`config.mk`:
```
export PLATFORM = sky130hd
export DESIGN_NAME = alu_arbiter
export DESIGN_NICKNAME = d
export VERILOG_FILES = /design/src/rtl/alu_arbiter.sv
export SDC_FILE = /design/constraint.sdc
export NUM_CORES = 1
export LEC_CHECK = 0
export ABC_AREA = 0
export CAP_MARGIN = 20
export CORE_ASPECT_RATIO = 0.6
export CORE_UTILIZATION = 37
export DETAILED_ROUTE_END_ITERATION = 7
export HOLD_SLACK_MARGIN = 0.12
export PLACE_DENSITY = 0.8
export REMOVE_ABC_BUFFERS = 1
export SETUP_SLACK_MARGIN = 0.4
export SYNTH_ARGS = -nofsm -noshare
export SYNTH_HDL_FRONTEND = slang
export SYNTH_SLANG_ARGS = --single-unit
```
`constraint.sdc`:
```
create_clock -name clk -period 4.72 [get_ports clk]
set_clock_uncertainty 0.2 [all_clocks]
set_input_delay 0.708 -clock clk [delete_from_list [all_inputs] [get_ports clk]]
set_output_delay 0.708 -clock clk [all_outputs]
set_load 0.01 [all_outputs]
```
`src/rtl/alu_arbiter.sv`:
```
// Two-requester round-robin front end for one shared, combinational ALU.
// Each operation is granted, executed for one cycle, then held as a response until it is accepted.
module alu_arbiter #(
  parameter logic RR_INIT = 1'b0
) (
  input  logic        clk,
  input  logic        rst,
  input  logic [1:0]  req_valid,
  output logic [1:0]  req_ready,
  input  logic [31:0] req_a0,
  input  logic [31:0] req_b0,
  input  logic [31:0] req_a1,
  input  logic [31:0] req_b1,
  input  logic [4:0]  req_shamt0,
  input  logic [4:0]  req_shamt1,
  input  logic [3:0]  req_sel0,
  input  logic [3:0]  req_sel1,
  input  logic        req_bsel0,
  input  logic        req_bsel1,
  output logic [31:0] alu_a,
  output logic [31:0] alu_b,
  output logic [4:0]  alu_shamt,
  output logic [3:0]  alu_sel,
  output logic        alu_bsel,
  input  logic [31:0] alu_out,
  output logic        rsp_valid,
  input  logic        rsp_ready,
  output logic        rsp_id,
  output logic [31:0] rsp_data,
  output logic        rsp_err
);

  typedef enum logic [1:0] {
    IDLE = 2'd0,
    EXEC = 2'd1,
    RESP = 2'd2
  } state_t;

  state_t      state_reg;
  logic        last_grant_reg;
  logic [31:0] op_a_reg;
  logic [31:0] op_b_reg;
  logic [4:0]  op_shamt_reg;
  logic [3:0]  op_sel_reg;
  logic        op_bsel_reg;
  logic        op_id_reg;
  logic        rsp_valid_reg;
  logic        rsp_id_reg;
  logic [31:0] rsp_data_reg;
  logic        rsp_err_reg;

  logic [31:0] in_a [2];
  logic [31:0] in_b [2];
  logic [4:0]  in_shamt [2];
  logic [3:0]  in_sel [2];
  logic        in_bsel [2];

  logic grant_any;
  logic grant_id;
  logic op_illegal;

  assign in_a[0]     = req_a0;
  assign in_a[1]     = req_a1;
  assign in_b[0]     = req_b0;
  assign in_b[1]     = req_b1;
  assign in_shamt[0] = req_shamt0;
  assign in_shamt[1] = req_shamt1;
  assign in_sel[0]   = req_sel0;
  assign in_sel[1]   = req_sel1;
  assign in_bsel[0]  = req_bsel0;
  assign in_bsel[1]  = req_bsel1;

  // Under contention the requester not served last wins; otherwise the lone requester wins.
  always_comb begin
    grant_any = (state_reg == IDLE) && (req_valid != 2'b00);
    if (req_valid == 2'b11) begin
      grant_id = ~last_grant_reg;
    end else begin
      grant_id = req_valid[1];
    end
  end

  genvar gi;
  generate
    for (gi = 0; gi < 2; gi++) begin : g_ready
      assign req_ready[gi] = grant_any && (grant_id == 1'(gi));
    end
  endgenerate

  assign op_illegal = (op_sel_reg > 4'd11);

  always_ff @(posedge clk or posedge rst) begin
    if (rst) begin
      state_reg      <= IDLE;
      last_grant_reg <= ~RR_INIT;
      op_a_reg       <= '0;
      op_b_reg       <= '0;
      op_shamt_reg   <= '0;
      op_sel_reg     <= '0;
      op_bsel_reg    <= 1'b0;
      op_id_reg      <= 1'b0;
      rsp_valid_reg  <= 1'b0;
      rsp_id_reg     <= 1'b0;
      rsp_data_reg   <= '0;
      rsp_err_reg    <= 1'b0;
    end else begin
      case (state_reg)
        IDLE: begin
          if (grant_any) begin
            op_a_reg     <= in_a[grant_id];
            op_b_reg     <= in_b[grant_id];
            op_shamt_reg <= in_shamt[grant_id];
            op_sel_reg   <= in_sel[grant_id];
            op_bsel_reg  <= in_bsel[grant_id];
            op_id_reg    <= grant_id;
            state_reg    <= EXEC;
          end
        end
        EXEC: begin
          rsp_data_reg  <= op_illegal ? 32'd0 : alu_out;
          rsp_err_reg   <= op_illegal;
          rsp_id_reg    <= op_id_reg;
          rsp_valid_reg <= 1'b1;
          state_reg     <= RESP;
        end
        RESP: begin
          if (rsp_ready) begin
            last_grant_reg <= rsp_id_reg;
            rsp_valid_reg  <= 1'b0;
            state_reg      <= IDLE;
          end
        end
        default: state_reg <= IDLE;
      endcase
    end
  end

  assign alu_a     = op_a_reg;
  assign alu_b     = op_b_reg;
  assign alu_shamt = op_shamt_reg;
  assign alu_sel   = op_sel_reg;
  assign alu_bsel  = op_bsel_reg;
  assign rsp_valid = rsp_valid_reg;
  assign rsp_id    = rsp_id_reg;
  assign rsp_data  = rsp_data_reg;
  assign rsp_err   = rsp_err_reg;

endmodule
```
After elaboration in Yosys (flattened, before gate mapping)
Index checks and enable logic that the tools add are counted.
Storage, ports and cells
  output and inout port bits: 111
  input bits: 185
  logic and storage cells: 54
  flip-flop bits (word level): 113
Operators by class
  reduce and logical (&&, ||, !) cells: 10
  multiplexer cells: 22
  bitwise gates (word level): 3
  magnitude comparators: 2
  equal/unequal tests: 5
Operators with widths (number)
  two-way mux 32 bit: 7
  two-way mux 5 bit: 3
  two-way mux 4 bit: 3
  AND reduction 2 bit: 4
  case mux 2 bit (3 select lines): 1
  two-way mux 1 bit: 5
  == test 2 bit (second input constant): 2
  > comparator 4 bit (second input constant): 1
  two-way mux 2 bit: 2
  inequality test 2 bit (second input constant): 2
  nonzero test 2 bit: 2
  logical AND 1 bit: 3
  == test 2 x 1 -> 1 bit (second input constant): 1
  >= comparator 2 bit (second input constant): 1
  logical NOT 2 bit: 1
  inverter 1 bit: 2
  inverter 1 -> 2 bit: 1
  case mux 1 bit (2 select lines): 1

Depth between registers and ports, before layout
  depth after elaboration: 6
  gate-level depth with buffers: 6
  gate-level depth less buffers: 4

Least setup slack after synthesis
Ideal clock, no wire load.
  path type: input-to-output
  start: input req_valid[1]
  end: output req_ready[0]
  buffers on the path: 3
  stages on the path: 5
  arrival: 1.469 ns
  required time: 3.812 ns
  slack: 2.343 ns
  path through: or2_1 buf_6 and3_4 buf_6 buf_6
Between the ends
  cells in the longest elaborated chain, start to end: 4
  elaborated cells between the ends (all ways): 6
  classes of those cells: eq/ne: 1; mux: 1; bitwise: 1; reduce/logical: 3
Ends and longest elaborated chain
  start: declaration: RTL line 8  | input logic [1:0] req_valid,
  == test 2 bit: RTL line 76  | if (req_valid == 2'b11) begin
  two-way mux 1 bit: RTL line 76
  inverter 1 bit: RTL line 86  | assign req_ready[gi] = grant_any && (grant_id == 1'(gi));
  logical AND 1 bit (*): RTL line 86
  end: declaration: RTL line 9  | output logic [1:0] req_ready,
Mark *: on every way between the ends. The rest lies on a longest branch, timed or not.

Worst setup path after layout
  start: input req_valid[0]
  end: output req_ready[0]
Same word-level chain as after synthesis.

==> out/metrics.yaml <==
cts_resized: 0
synth_area_mm2: 0.00480
die_area_mm2: 0.0134
worstSetupEndpointType: "output pin"
outcome: "finished clean"
power.total_uw: 5480
clock_path_buffers: 2
syn_inst: 448
hold_depth: 1
fin_crit_ns: 3.68
finalSetupViolCount: 0
slew_headroom_pct: 42.6
grt_max_degree: 76
cp.arrival_ns: 2.78
dr.pass1.iters: 5
route.detailed.wl_per_inst_um: 19.1
placed_cells_incl_taps: 873
nFillCells: 955
stdcell_count: 906
gp_congestion: 0.831
worstMarginPinSlew_ns: 0.862
leakagePower_uw: 0.00359
ioPinCount: 296
worstPathMaxFanout: 31
grt_pass1_wl_um: 26700
maxCapViolations: 0
start_util_pct: 38.9
area_growth_pct: 75.0
coreArea_mm2: 0.0123
synth_cell_types: 27
vias_per_cell: 5.39
setup.worst_path.start_class: "input port"
grt.total_usage_pct: 25.8
period_share_pct: 78.0
hold_viol: 0
die_height_um: 90.2
ir_drop_mv: 0.316
syn_avg_cell_area_um2: 10.7
rows: 31
htreeDepth: 4
overflow: 0
cts_tree: "yes"
routed_wl_um: 17300
io_buffer_count: 295
rsz0062_at_grt: "no"
synth_edf_count: 0
post_cts_buffers: 0
die_w_um: 149
ys_async_sr_fraction_pct: 100
critPathKind: "input port to output pin"
maxSlewViolCount: 0
synth-main-ff-cell: "dfrtp_1"
clkSinkCount: 113
max_freq_mhz: 271
reg2reg_slack_ns: 1.86
hold_buffers: 0
drive_gt1_share_pct: 7.15
synth_sequential_area_ratio_pct: 59.0
antenna_found_initial: 1
drt_iter0_markers: 224
vias: 4880
fin_hold_ws_ns: 0.280
cp.required_ns: 3.81
drc: 0
dpl.hpwl_um: 12300
mostFrequentLayoutCell: "clkdlybuf4s50_1"
ant_nets: 0
hold_class: "flop to flop"
pwr_density_cell_mw_per_mm2: 653
layout.nets: 913
yosysWarnings: 0
clock_latency_ns: 0.39
ys_ff_latch: 113
cts-root-buf: "clkbuf_16"
ff2ff_path_depth: 6
clk_pin_slew_ns: 0.05
grt_pass1_vias: 4993
cts_buffers: 17
most-common-layout-cells: "295 x clkdlybuf4s50_1, 112 x dfrtp_1, 90 x nand2_1"
antenna-diode-count: 0
-- report_power, final --
| group | internal [uW] | switching, uW | total, uW |
|---|---|---|---|
| Clock | 727 | 466 | 1190 |
| Combinational | 1380 | 1160 | 2540 |
| Sequential | 1450 | 295 | 1750 |
-- cells in the mapped netlist (2+ instances only) --
cell | number | area (um2)
clkbuf_1 | 17 | 63.8
inv_1 | 3 | 11.3
nand2_1 | 90 | 338
nand2b_1 | 2 | 12.5
a21oi_1 | 47 | 235
buf_1 | 2 | 7.51
dfrtp_1 | 112 | 2800
a31oi_1 | 44 | 275
and3_1 | 30 | 188
buf_6 | 5 | 56.3
a221o_1 | 30 | 300
mux2_2 | 2 | 22.5
a22o_1 | 32 | 280
buf_2 | 19 | 95.1
-- critical path, cell delays in order --
cell	delay (ns)
clkdlybuf4s50_1	0.54
a21bo_2	0.38
and3_4	0.51
clkdlybuf4s50_1	0.61
-- worst paths after layout --
check	startpoint	to
hold / removal	op_id_reg	op_id_reg
hold reg to reg	op_id_reg	op_id_reg
setup reg to reg	state_reg[0]	alu_a[17]
max in group asynchronous	rst	alu_a[25]
setup / recovery	req_valid[0]	req_ready[0]
min in group asynchronous	rst	rsp_data[25]
-- stage by stage --
stage	setup slack (ns)	utilization (%)	instance area [um2]	setup TNS [ns]
floorplan	-0.166	-	4570	-12.00
finish	1.04	68.1	8400	0
detailed placement	1.04	63.4	7820	0
global placement	1.07	63.4	7820	0
global route	0.949	68.1	8400	0
CTS	1.05	67.9	8380	0
-- final cells by class --
cell class	instances	area [um2]	share of cell area [%]
Timing Repair Buffer	305	3040	36.2
Sequential cell	113	2830	33.7
Multi-Input combinational cell	287	1740	20.8
Clock buffer	17	425	5.07
Tap cell	165	206	2.46
Clock inverter	15	135	1.61
Inverter	4	17.5	0.209
-- metal layers --
metal | global-route usage, % | share of wire, % | vias up
met5 | 0 | 0.10 | -
met4 | 8.08 | 1.9 | 2
met3 | 8.53 | 8.4 | 30
met2 | 43.6 | 50 | 233
met1 | 31.0 | 40 | 2406
li1 | - | - | 2209
-- cells by family (layout without fill, tap and decap cells) --
| group | after synthesis | in the layout | synth area share (%) |
|---|---|---|---|
| AOI/OAI and AO/OA | 158 | 158 | 23.5 |
| buffers and inverters | 48 | 341 | 5.11 |
| DFF | 113 | 113 | 59.0 |
| muxes | 2 | 2 | 0.469 |
| and+or+nand+nor | 127 | 127 | 11.9 |
Power figures use the tool's default switching activity.
